<file path="src/rtl/seq_mul_pkg.sv">
// Shared definitions for the sequential shift-and-add multiplier:
// state encoding, default operand width and an operand magnitude helper.
package seq_mul_pkg;

  parameter int unsigned DefaultWidth = 4;
  parameter int unsigned MaxWidth     = 16;

  typedef enum logic [1:0] {
    StIdle = 2'd0,
    StRun  = 2'd1,
    StDone = 2'd2
  } seq_mul_state_e;

  // Two's-complement magnitude of the low w bits of v; the most negative value maps to 2^(w-1).
  function automatic logic [MaxWidth-1:0] mag(input logic [MaxWidth-1:0] v,
                                               input int unsigned w);
    logic [MaxWidth:0] mask;
    logic [MaxWidth:0] neg;
    mask = (17'd1 << w) - 17'd1;
    neg  = ((~{1'b0, v}) + 17'd1) & mask;
    if (v[w-1]) begin
      return neg[MaxWidth-1:0];
    end
    return v;
  endfunction

endpackage

</file>
<file path="src/rtl/seq_mul_ctrl.sv">
// Control FSM and step down-counter for the sequential multiplier.
// Issues load on an accepted start, step on every RUN cycle and finish on the last step.
module seq_mul_ctrl
  import seq_mul_pkg::*;
#(
  parameter int unsigned Width = DefaultWidth,
  parameter int unsigned CntW  = $clog2(Width + 1)
) (
  input  logic            clk_i,
  input  logic            rst_ni,
  input  logic            start_i,
  input  logic            ack_i,
  output logic            load_o,
  output logic            step_o,
  output logic            finish_o,
  output logic            busy_o,
  output logic            done_o,
  output logic [CntW-1:0] count_o
);

  seq_mul_state_e  state_q, state_d;
  logic [CntW-1:0] count_q, count_d;

  always_ff @(posedge clk_i) begin
    if (!rst_ni) begin
      state_q <= StIdle;
      count_q <= '0;
    end else begin
      state_q <= state_d;
      count_q <= count_d;
    end
  end

  always_comb begin
    state_d  = state_q;
    count_d  = count_q;
    load_o   = 1'b0;
    step_o   = 1'b0;
    finish_o = 1'b0;
    unique case (state_q)
      StIdle: begin
        if (start_i) begin
          load_o  = 1'b1;
          count_d = CntW'(Width);
          state_d = StRun;
        end
      end
      StRun: begin
        step_o  = 1'b1;
        count_d = count_q - CntW'(1);
        if (count_q == CntW'(1)) begin
          finish_o = 1'b1;
          state_d  = StDone;
        end
      end
      StDone: begin
        // start is deliberately ignored here, even alongside ack
        if (ack_i) begin
          state_d = StIdle;
        end
      end
      default: state_d = StIdle;
    endcase
  end

  assign busy_o  = (state_q == StRun);
  assign done_o  = (state_q == StDone);
  assign count_o = count_q;

endmodule

</file>
<file path="src/rtl/seq_array_multiplier.sv">
// Sequential shift-and-add multiplier, unsigned or two's complement per operation.
// Operates on magnitudes and applies the sign to the final accumulator value.
module seq_array_multiplier
  import seq_mul_pkg::*;
#(
  parameter int unsigned Width = DefaultWidth
) (
  input  logic               clk_i,
  input  logic               rst_ni,
  input  logic               start_i,
  input  logic               ack_i,
  input  logic               sgn_i,
  input  logic [Width-1:0]   a_i,
  input  logic [Width-1:0]   b_i,
  output logic               busy_o,
  output logic               done_o,
  output logic [2*Width-1:0] product_o
);

  localparam int unsigned CntW = $clog2(Width + 1);

  logic            load, step, finish;
  logic [CntW-1:0] count;

  seq_mul_ctrl #(
    .Width(Width),
    .CntW (CntW)
  ) u_ctrl (
    .clk_i   (clk_i),
    .rst_ni  (rst_ni),
    .start_i (start_i),
    .ack_i   (ack_i),
    .load_o  (load),
    .step_o  (step),
    .finish_o(finish),
    .busy_o  (busy_o),
    .done_o  (done_o),
    .count_o (count)
  );

  logic [Width-1:0]   mcand_q, mcand_d;
  logic [Width-1:0]   mplier_q, mplier_d;
  logic               neg_q, neg_d;
  logic [2*Width-1:0] acc_q, acc_d;
  logic [2*Width-1:0] product_q, product_d;

  logic [MaxWidth-1:0] a_mag_full, b_mag_full;
  logic                unused_mag;
  logic [CntW-1:0]     shamt;
  logic [2*Width-1:0]  addend, acc_next;

  assign a_mag_full = mag(MaxWidth'(a_i), Width);
  assign b_mag_full = mag(MaxWidth'(b_i), Width);
  assign unused_mag = ^{a_mag_full, b_mag_full};

  // Partial product weight grows by one bit per step as count falls from Width to 1.
  assign shamt    = CntW'(Width) - count;
  assign addend   = (2 * Width)'(mcand_q) << shamt;
  assign acc_next = acc_q + (mplier_q[0] ? addend : '0);

  always_comb begin
    mcand_d   = mcand_q;
    mplier_d  = mplier_q;
    neg_d     = neg_q;
    acc_d     = acc_q;
    product_d = product_q;
    if (load) begin
      mcand_d  = sgn_i ? a_mag_full[Width-1:0] : a_i;
      mplier_d = sgn_i ? b_mag_full[Width-1:0] : b_i;
      neg_d    = sgn_i & (a_i[Width-1] ^ b_i[Width-1]);
      acc_d    = '0;
    end else if (step) begin
      acc_d    = acc_next;
      mplier_d = mplier_q >> 1;
      if (finish) begin
        product_d = neg_q ? -acc_next : acc_next;
      end
    end
  end

  always_ff @(posedge clk_i) begin
    if (!rst_ni) begin
      mcand_q   <= '0;
      mplier_q  <= '0;
      neg_q     <= 1'b0;
      acc_q     <= '0;
      product_q <= '0;
    end else begin
      mcand_q   <= mcand_d;
      mplier_q  <= mplier_d;
      neg_q     <= neg_d;
      acc_q     <= acc_d;
      product_q <= product_d;
    end
  end

  assign product_o = product_q;

endmodule

</file>
<file path="config.mk">
export PLATFORM = sky130hd
export DESIGN_NAME = seq_array_multiplier
export DESIGN_NICKNAME = d
export VERILOG_FILES = /design/src/rtl/seq_mul_pkg.sv /design/src/rtl/seq_mul_ctrl.sv /design/src/rtl/seq_array_multiplier.sv
export SDC_FILE = /design/constraint.sdc
export NUM_CORES = 1
export LEC_CHECK = 0
export BUFFER_PORTS_ARGS = -buffer_cell sky130_fd_sc_hd__buf_2
export CAP_MARGIN = 0
export CORE_MARGIN = 5
export CORE_UTILIZATION = 62
export DETAILED_ROUTE_END_ITERATION = 12
export PLACE_DENSITY = 0.84
export SYNTH_ARGS = -nofsm -noshare
export SYNTH_HDL_FRONTEND = slang
export SYNTH_HIERARCHICAL = 1
export SYNTH_SLANG_ARGS = --single-unit
</file>
<file path="constraint.sdc">
create_clock -name clk_i -period 7.1 [get_ports clk_i]
set_input_delay 0 -clock clk_i [delete_from_list [all_inputs] [get_ports clk_i]]
set_output_delay 0 -clock clk_i [all_outputs]
set_load 0.005 [all_outputs]
</file>
==> run_results.csv, run 1 <==
group,metric,value,unit
status,outcome,"completed",
yosys,ys_types,55,
clocking,ctsResizeCount,0,
timing,setup_viol,0,
grt,grt_pass1_wl,7640,µm
yosys,syn_inst,234,
routing,drc,0,
floorplan,core.rowCount,20,
routing,vias,1763,
floorplan,start_util,64.7,%
clocking,cts_tree,"yes",
yosys,synth-simple-area-share,21.5,%
worst_setup_path,worstSetupPathType,"flip-flop to flip-flop",
yosys,synth_seq_cells,30,
clocking,clock-sinks,30,
final_layout,drive_above_1_share,16.6,%
grt,overflow,0,
routing,drt_wl_total,4280,µm
timing,period_needed,3.62,ns
pwr,p_leak,0.922,nW
yosys,synthMuxAreaShare,8.17,%
yosys,ys.flop_type,"dfxtp_1",
clocking,cts_root_buf,"clkbuf_4",
timing,tns,0,ns
worst_setup_path,worstSetupStartpointType,"flip-flop",
floorplan,ios,23,
routing,routedWlPerCell,14.1,µm
yosys,synth_xor_area_share,6.09,%
yosys,synth_compound_area_share,19.8,%
timing,skew,0.00730,ns
placed_design,gp_congestion,0.879,
worst_setup_path,crit_path_end_kind,"flip-flop",
timing,relSlewSlack,25.0,%
yosys,mappedNetlistArea,0.00199,mm²
grt,grt_use_total,22.3,%
worst_hold_path,hp-class,"input pin to flip-flop",
job,maxCapViolCount,0,
clocking,htreeDepth,2,
placed_design,hpwl,3160,µm
placed_design,dp_cells,288,
yosys,yosysSeqAreaShare,30.2,%
clocking,post_cts_buffers,0,
yosys,ys_warn_count,6,
yosys,ys_top_cells_by_count,"30 x dfxtp_1, 28 x nor2_1, 16 x nand2_1",
yosys,syn_area_per_cell,8.51,µm²
worst_setup_path,worstPathMaxFanout,12,
placed_design,port-buffer-count,22,
final_layout,layout.cells.non_filler,303,
final_layout,syn_to_final_growth,12.1,%
worst_setup_path,crit_arrival,3.86,ns
grt,antenna_found_initial,0,
routing,ant_nets,0,
yosys,synthArstFlopShare,0,%
pwr,peakVddDrop,0.000140,V
clocking,path_clk_slew,0.10,ns
floorplan,core,0.00308,mm²
timing,rsz0062_at_grt,"false",
clocking,postCtsHoldBufs,8,
final_layout,diodes,0,
yosys,yosysTopAreaCell,"dfxtp_1",
clocking,cts_inserted_buffers,5,
yosys,synth_nets,261,
clocking,insertion_delay,0.32,ns
yosys,synth_edf_count,0,
yosys,synth_top_family_by_area,"simple AND/OR/NAND/NOR gates",
grt,grt_pass1_vias,1735,
floorplan,die_x,66.7,µm
timing,fin_crit_sh,51.0,%
clocking,clock_path_buffers,2,
floorplan,die_height,66.7,µm
final_layout,final_nets,286,
yosys,synth_fa_ha_area_share,9.17,%
routing,first_pass_iters,4,
routing,drt_iter0_markers,83,
timing,slew_violations,0,
grt,grt_max_degree,22,
yosys,yosys-top-cells-area,"dfxtp_1 30%, ha_1 8.2%, mux2i_1 7.0%",
yosys,synth_most_common_cell,"dfxtp_1",
yosys,synth_top_area_share,30.2,%
floorplan,die-area,0.00445,mm²
pwr,p_per_area,162,mW/mm²
timing,hold_violations,0,
timing,fmax,0.276,GHz
routing,routed_via_density,5.82,
worst_setup_path,worstPathRequired,7.34,ns
timing,tightest_slew,1.12,ns
==> worst max-delay path, stage by stage (launching register included) <==
cell and delay (ns):
dfxtp_1 0.61, inv_1 0.15, ha_1 0.48, mux4_2 0.36, and3_2 0.23, ha_1 0.33
a21o_1 0.23, nor3_1 0.25, a211oi_2 0.14, o41ai_1 0.42, xor2_1 0.11, a211oi_1 0.23
==> per-stage QoR <==
step	worst slack [ns]	hold slack, ns	area, µm²	total power (W)	util [%]
after detailed placement	3.54	0.282	2110	0.000268	68.4
after global placement	3.63	0.272	2110	0.000265	68.4
after floorplan	3.77	0.118	1990	0.000250	-
after global routing	3.20	0.0118	2230	0.000385	72.6
final	3.48	0.00844	2230	0.000361	72.6
after CTS	3.52	0.000370	2230	0.000363	72.6
==> logic make-up after synthesis <==
group,Yosys count
xor+xnor,13
simple gates,84
flops,30
compound gates,54
fa+ha+maj,14
buf+inv,24
mux,15
==> sequential cells by signal, indices dropped and copies added, names as in the netlist <==
| signal | count |
|---|---|
| acc_q | 8 |
| product_o | 8 |
| mcand_q | 4 |
| mplier_q | 4 |
| u_ctrl/count_o | 3 |
| u_ctrl/state_q | 2 |
| neg_q | 1 |
==> worst paths after layout <==
kind / endpoint / cells past startpoint / slack (ns) / start
setup reg to reg: product_o[6] / 11 / 3.48 / u_ctrl/count_o[0]
setup / recovery: product_o[6] / 11 / 3.48 / u_ctrl/count_o[0]
hold / removal: mcand_q[2] / 3 / 0.008 / a_i[2]
hold reg to reg: u_ctrl/count_o[1] / 2 / 0.48 / u_ctrl/count_o[1]
==> power by group <==
part           switching (W)  internal (W)  leakage (nW)  total (W)
Combinational      0.0000451     0.0000366         0.646  0.0000817
Clock              0.0000576     0.0000356        0.0308  0.0000932
Sequential         0.0000105      0.000176         0.244   0.000186
Total               0.000113      0.000248         0.922   0.000361
==> final cells by class <==
cell class                 count  area (µm²)
clock inverter                 2        10.0
multi-input combinational    180        1290
sequential                    30         601
tap                           44        55.1
inverter                      12        45.0
clock buffer                   5        37.5
timing repair buffer          30         190
fill                         263         845
==> layer usage <==
metal	track usage, %	share of wire [%]	routed length [µm]
met4	5.33	0.40	17
met5	0	0	0
met2	38.6	48	2060
met1	28.1	46	1980
met3	4.72	5.1	220
==> cells in the final DEF, fill, tap and decap left out, drive strengths merged, types with 2 or more instances in the layout <==
cell type    Yosys  final
xnor2            6      6
or2              2      2
clkbuf           8      5
a21o             2      2
a21oi            6      6
o21a             2      2
or3              2      2
dfxtp           30     30
nor3b            2      2
and3             4      4
nand2b           3      3
a31oi            2      2
buf              4     22
o22ai            4      4
clkinv           0      2
nand3            8      8
a311oi           4      4
nor3             3      3
o31ai            3      3
xor2             7      7
o21ai            9      9
nand2           16     16
nand3b           3      3
ha              13     13
dlygate4sd3      0      8
nor2b            7      7
inv             12     12
a211oi          13     13
nor2            29     29
o41ai            2      2
mux2i           14     14
Power figures use the tool's default switching activity.
==> inputs of run 2 (changes only) <==
- CORE_UTILIZATION: 62 -> 58
- PLACE_DENSITY: 0.84 -> 0.79
- clock period: 7.1 -> 3.4 ns (I/O delays scaled with it)
==> run 2 against run 1 <==
Against the previous run: first-iteration DRC count grew 39%; cell count rose by 3.3%; maximum frequency up 13%; sequential cell count is the same; clock-buffer cell count grew 2; critical path depth is the same; register-to-register slack got worse by 3.3 ns; largest cell class unchanged.
==> run_results.csv, run 2 (synthesis results as in run 1) <==
group,metric,value,unit
status,outcome,"completed",
floorplan,start_util,59.7,%
timing,setup_viol,0,
pwr,p_per_area,341,mW/mm²
final_layout,drive_above_1_share,18.7,%
clocking,post_cts_buffers,0,
worst_setup_path,cp_num_buf_inv,1,
pwr,switching_share,30.3,%
floorplan,core.rowCount,21,
worst_setup_path,cp_num_cells,11,
worst_setup_path,endpoint,"product_o[6]",
clocking,cts_root_buf,"clkbuf_4",
floorplan,die_x,68.6,µm
pwr,p_seq_share,48.5,%
clocking,insertion_delay,0.34,ns
worst_setup_path,r2r_setup_slack,0.19,ns
timing,tns,0,ns
floorplan,ios,23,
grt,grt_max_degree,22,
job,maxCapViolCount,0,
timing,rsz0062_at_grt,"false",
final_layout,mostFrequentLayoutCells,"30 x dfxtp_1, 28 x nor2_1, 22 x buf_2, 16 x nand2_1, 14 x mux2i_1",
clocking,cts_inserted_buffers,5,
final_layout,syn_to_final_growth,17.0,%
timing,tightest_slew,0.655,ns
pwr,finalPower,0.000794,W
final_layout,fin_util,69.9,%
floorplan,core,0.00334,mm²
routing,drt_iter0_markers,115,
final_layout,diodes,0,
pwr,combPwrFrac,23.3,%
worst_setup_path,worstPathMaxFanout,8,
timing,hold_violations,0,
worst_hold_path,hp-class,"input pin to flip-flop",
routing,wl_met3,260,µm
worst_setup_path,crit_path_end_kind,"flip-flop",
grt,overflow,0,
final_layout,seqCellArea,601,µm²
final_layout,final_nets,293,
worst_setup_path,crit_slowest_cell,"ha_2",
worst_setup_path,max_stage_delay,0.41,ns
clocking,htreeDepth,2,
routing,first_pass_iters,4,
timing,skew,0.0158,ns
routing,vias,1747,
final_layout,layout_commonest_cell,"dfxtp_1",
grt,grt_pass1_wl,6980,µm
floorplan,die-area,0.00471,mm²
placed_design,port-buffer-count,22,
grt,grt_pass1_vias,1552,
routing,routedWlPerCell,13.5,µm
routing,routed_via_density,5.58,
timing,period_needed,3.21,ns
worst_setup_path,r2r_cells,11,
grt,grt_use_total,20.2,%
timing,fmax,0.311,GHz
timing,relSlewSlack,56.1,%
grt,antenna_found_initial,0,
placed_design,hpwl,3030,µm
worst_setup_path,worstPathRequired,3.66,ns
final_layout,fill_cells,288,
clocking,path_clk_slew,0.10,ns
final_layout,multi_input_area,0.00132,mm²
clocking,cts_tree,"yes",
timing,slew_violations,0,
worst_setup_path,worstSetupStartpointType,"flip-flop",
pwr,p_int,0.000553,W
routing,drc,0,
clocking,clock_path_buffers,2,
routing,ant_nets,0,
routing,top_layer_used,"met4",
pwr,power.switching,0.000240,W
timing,fin_crit_sh,94.6,%
worst_setup_path,worstReg2RegEnd,"product_o[6]",
routing,wl_met2,1960,µm
placed_design,placed_area,0.00213,mm²
worst_setup_path,crit_arrival,3.47,ns
pwr,p_leak,0.962,nW
routing,drt-met1-wl,1970,µm
worst_setup_path,startpoint,"u_ctrl/count_o[1]",
floorplan,die_height,68.6,µm
worst_setup_path,crit_chain,"inv_1 > ha_2 > mux4_2 > and3_2 > ha_1 > a21o_1 > a311o_1 > a211oi_2 > o41ai_1 > xor2_1 > a211oi_1",
placed_design,gp_congestion,0.920,
final_layout,final_cell_area,0.00233,mm²
worst_setup_path,rr_startpoint,"u_ctrl/count_o[1]",
final_layout,layout.cells.non_filler,313,
placed_design,dp_cells,293,
pwr,peakVddDrop,0.000250,V
worst_setup_path,cp_top_family,"compound AO/OA/AOI/OAI gates",
routing,drt_wl_total,4230,µm
clocking,clock-sinks,30,
worst_setup_path,worstSetupPathType,"flip-flop to flip-flop",
pwr,pwr-share-clk,28.3,%
-- run 2: layout make-up --
cell class | instances | area share (%)
repair buffers | 37 | 10.8
clock inverters | 1 | 0.215
inverters | 12 | 1.93
multi-input cells | 180 | 56.4
flip-flops and latches | 30 | 25.8
clock buffers | 7 | 2.36
well taps | 46 | 2.47
-- run 2: what timing repair did --
item | in CTS | in global routing
setup endpoints to repair | 0 | 2
hold buffers | 12 | 0
resized for setup | 0 | 4
endpoints found under the hold margin | 12 | 0
-- run 2: power groups by stage --
stage               sequential [W]  clock, W  combinational (W)
floorplan                 0.000388         0           0.000133
global placement          0.000392         0           0.000166
detailed placement        0.000393         0           0.000169
CTS                       0.000384  0.000229           0.000180
global route              0.000387  0.000246           0.000206
finish                    0.000385  0.000224           0.000185
-- run 2: worst min-delay path by stage --
| stage | from | to | cells after the start |
|---|---|---|---|
| after detailed placement | a_i[0] | mcand_q[0] | 3 |
| after global routing | start_i | u_ctrl/count_o[1] | 3 |
| final | sgn_i | neg_q | 3 |
| after CTS | start_i | u_ctrl/count_o[1] | 3 |
| after floorplan | rst_ni | u_ctrl/state_q[1] | 1 |
| after global placement | a_i[0] | mcand_q[0] | 3 |
-- run 2: metrics by stage --
stage	hold WS (ns)	worst slack, ns
finish	0.0213	0.185
global route	0.00663	0.0194
CTS	0.00523	0.152
detailed placement	0.285	0.182
global placement	0.279	0.241
floorplan	0.118	0.0686
-- run 2: worst reg2reg max path: stages (launching register included) --
cell,delay [ns]
dfxtp_1,0.37
inv_1,0.06
ha_2,0.41
mux4_2,0.34
and3_2,0.24
ha_1,0.34
a21o_1,0.24
a311o_1,0.39
a211oi_2,0.24
o41ai_1,0.13
xor2_1,0.16
a211oi_1,0.22
-- run 2: metal layers --
metal	vias up	track usage, %
met5	-	0
met1	789	26.3
met4	0	6.20
li1	900	-
met2	52	31.3
met3	6	6.81
==> inputs of run 3 (changes only) <==
- CTS_CLUSTER_SIZE: default -> 20
- GPL_TIMING_DRIVEN: default -> 0
- SKIP_LAST_GASP: default -> 1
==> run 3 against run 2 <==
Against the previous run: maximum frequency shrank 0.48%; sequential share of layout area is 0.74 points lower; hold slack gained 0.0098 ns; clock-buffer cell count did not move; critical path depth rose by 1; critical path type unchanged; critical endpoint unchanged; largest power group unchanged.
==> run_results.csv, run 3 (synthesis results as in run 1) <==
group,metric,value,unit
grt,gr-usage-met3,5.35,%
worst_setup_path,worstSetupStartpointType,"flip-flop",
clocking,clock-sinks,30,
routing,first_pass_iters,4,
floorplan,start_util,59.7,%
final_layout,multi_input_area,0.00134,mm²
routing,routed_via_density,5.49,
grt,grtUsageMet1,24.2,%
pwr,p_leak,0.980,nW
status,outcome,"completed",
grt,grt_pass1_vias,1614,
routing,vias,1774,
routing,drc,0,
pwr,pwr-share-clk,27.7,%
floorplan,ios,23,
routing,drt_wl_total,4150,µm
grt,antenna_found_initial,0,
routing,routedWlPerCell,12.8,µm
floorplan,die_height,68.6,µm
final_layout,fill_cells,262,
timing,slew_violations,0,
worst_setup_path,r2r_setup_slack,0.17,ns
clocking,cts_root_buf,"clkbuf_4",
pwr,p_int,0.000561,W
worst_hold_path,hp-class,"input pin to flip-flop",
pwr,p_seq_share,48.1,%
clocking,insertion_delay,0.34,ns
final_layout,seqCellArea,602,µm²
clocking,clock_path_buffers,2,
timing,fin_crit_sh,95.0,%
final_layout,diodes,0,
routing,ant_nets,0,
final_layout,layout_commonest_cell,"dfxtp_1",
final_layout,drive_above_1_share,18.4,%
pwr,finalPower,0.000801,W
grt,grt_use_total,19.4,%
grt,grt_pass1_wl,6920,µm
placed_design,port-buffer-count,22,
worst_setup_path,worstSetupPathType,"flip-flop to flip-flop",
job,maxCapViolCount,0,
floorplan,core.rowCount,21,
pwr,switching_share,29.9,%
pwr,p_per_area,333,mW/mm²
placed_design,placed_area,0.00216,mm²
floorplan,die-area,0.00471,mm²
clocking,htreeDepth,2,
pwr,combPwrFrac,24.2,%
routing,drt_iter0_markers,72,
worst_setup_path,worstPathMaxFanout,8,
placed_design,gp_congestion,0.937,
clocking,cts_inserted_buffers,5,
final_layout,mostFrequentLayoutCells,"29 x dfxtp_1, 28 x nor2_1, 22 x buf_2, 16 x nand2_1",
clocking,cts_tree,"yes",
pwr,power.switching,0.000240,W
worst_setup_path,worstPathRequired,3.65,ns
timing,skew,0.0145,ns
timing,period_needed,3.23,ns
timing,fmax,0.310,GHz
final_layout,syn_to_final_growth,20.7,%
floorplan,core,0.00334,mm²
timing,hold_violations,0,
pwr,peakVddDrop,0.000221,V
grt,use_met2,31.7,%
timing,tightest_slew,0.690,ns
worst_setup_path,crit_path_end_kind,"flip-flop",
final_layout,final_nets,303,
worst_setup_path,crit_arrival,3.48,ns
final_layout,final_cell_area,0.00240,mm²
grt,top_usage_layer,"met2",
timing,relSlewSlack,53.6,%
timing,setup_viol,0,
grt,overflow,0,
floorplan,die_x,68.6,µm
grt,grt_max_degree,12,
clocking,path_clk_slew,0.10,ns
placed_design,hpwl,3120,µm
[run 3: cell types whose count changed in the layout (fill, tap and decap cells not counted), sizes merged]
cell         change
buf              +1
clkbuf           +7
dlygate4sd3      +2
[run 3: worst paths after layout]
| check | startpoint | endpoint | cells past startpoint |
|---|---|---|---|
| max | u_ctrl/count_o[0] | product_o[6] | 12 |
| max reg2reg | u_ctrl/count_o[0] | product_o[6] | 12 |
| min | sgn_i | neg_q | 3 |
| min reg2reg | u_ctrl/count_o[1] | u_ctrl/count_o[1] | 2 |
[run 3: what timing repair did]
item,CTS,global route
pin swaps,0,2
buffers inserted,0,0
setup endpoints to repair,5,3
resized for setup,4,4
hold buffers,14,0
endpoints found under the hold margin,13,0
[run 3: power by group through the flow]
stage	sequential (W)	clock, W	combinational (W)
5_1_grt	0.000388	0.000248	0.000215
2_1_floorplan	0.000388	0	0.000133
6_report	0.000385	0.000222	0.000194
3_3_place_gp	0.000392	0	0.000168
3_5_place_dp	0.000392	0	0.000171
4_1_cts	0.000385	0.000225	0.000187
[run 3: worst max-delay path: stages, from the launching register on]
cell and delay, ns:
dfxtp_2 0.39, buf_6 0.15, inv_1 0.09, ha_4 0.32
mux4_2 0.32, and3_2 0.25, ha_4 0.24, a21o_1 0.20
a311o_1 0.38, a211oi_2 0.29, o41ai_2 0.13, xor2_1 0.16
a211oi_1 0.22
[run 3: final cells by class]
cell class / count / share of cell area (%)
clock buffers: 7 / 2.29
clock inverters: 1 / 0.208
repair buffers: 36 / 10.4
flip-flops and latches: 30 / 25.0
well taps: 46 / 2.39
inverters: 12 / 1.87
plain buffers: 11 / 2.19
multi-input cells: 180 / 55.6
[run 3: metal layers]
layer  share of wire [%]  up-vias
li1                    -      927
met1                  46      804
met2                  47       36
met3                 4.8        7
met4                 1.6        0
met5                   0        -
[run 3: through the flow]
| stage | worst slack [ns] | hold WS [ns] | util (%) | setup TNS (ns) | instances |
|---|---|---|---|---|---|
| 2_1_floorplan | 0.0686 | 0.118 | - | 0 | 234 |
| 6_report | 0.170 | 0.0311 | 72.1 | 0 | 323 |
| 5_1_grt | -0.00787 | 0.0258 | 72.1 | -0.00787 | 323 |
| 4_1_cts | 0.0369 | 0.0286 | 71.1 | 0 | 323 |
| 3_5_place_dp | -0.234 | 0.284 | 64.7 | -0.629 | 302 |
| 3_3_place_gp | -0.176 | 0.274 | 64.7 | -0.442 | 302 |
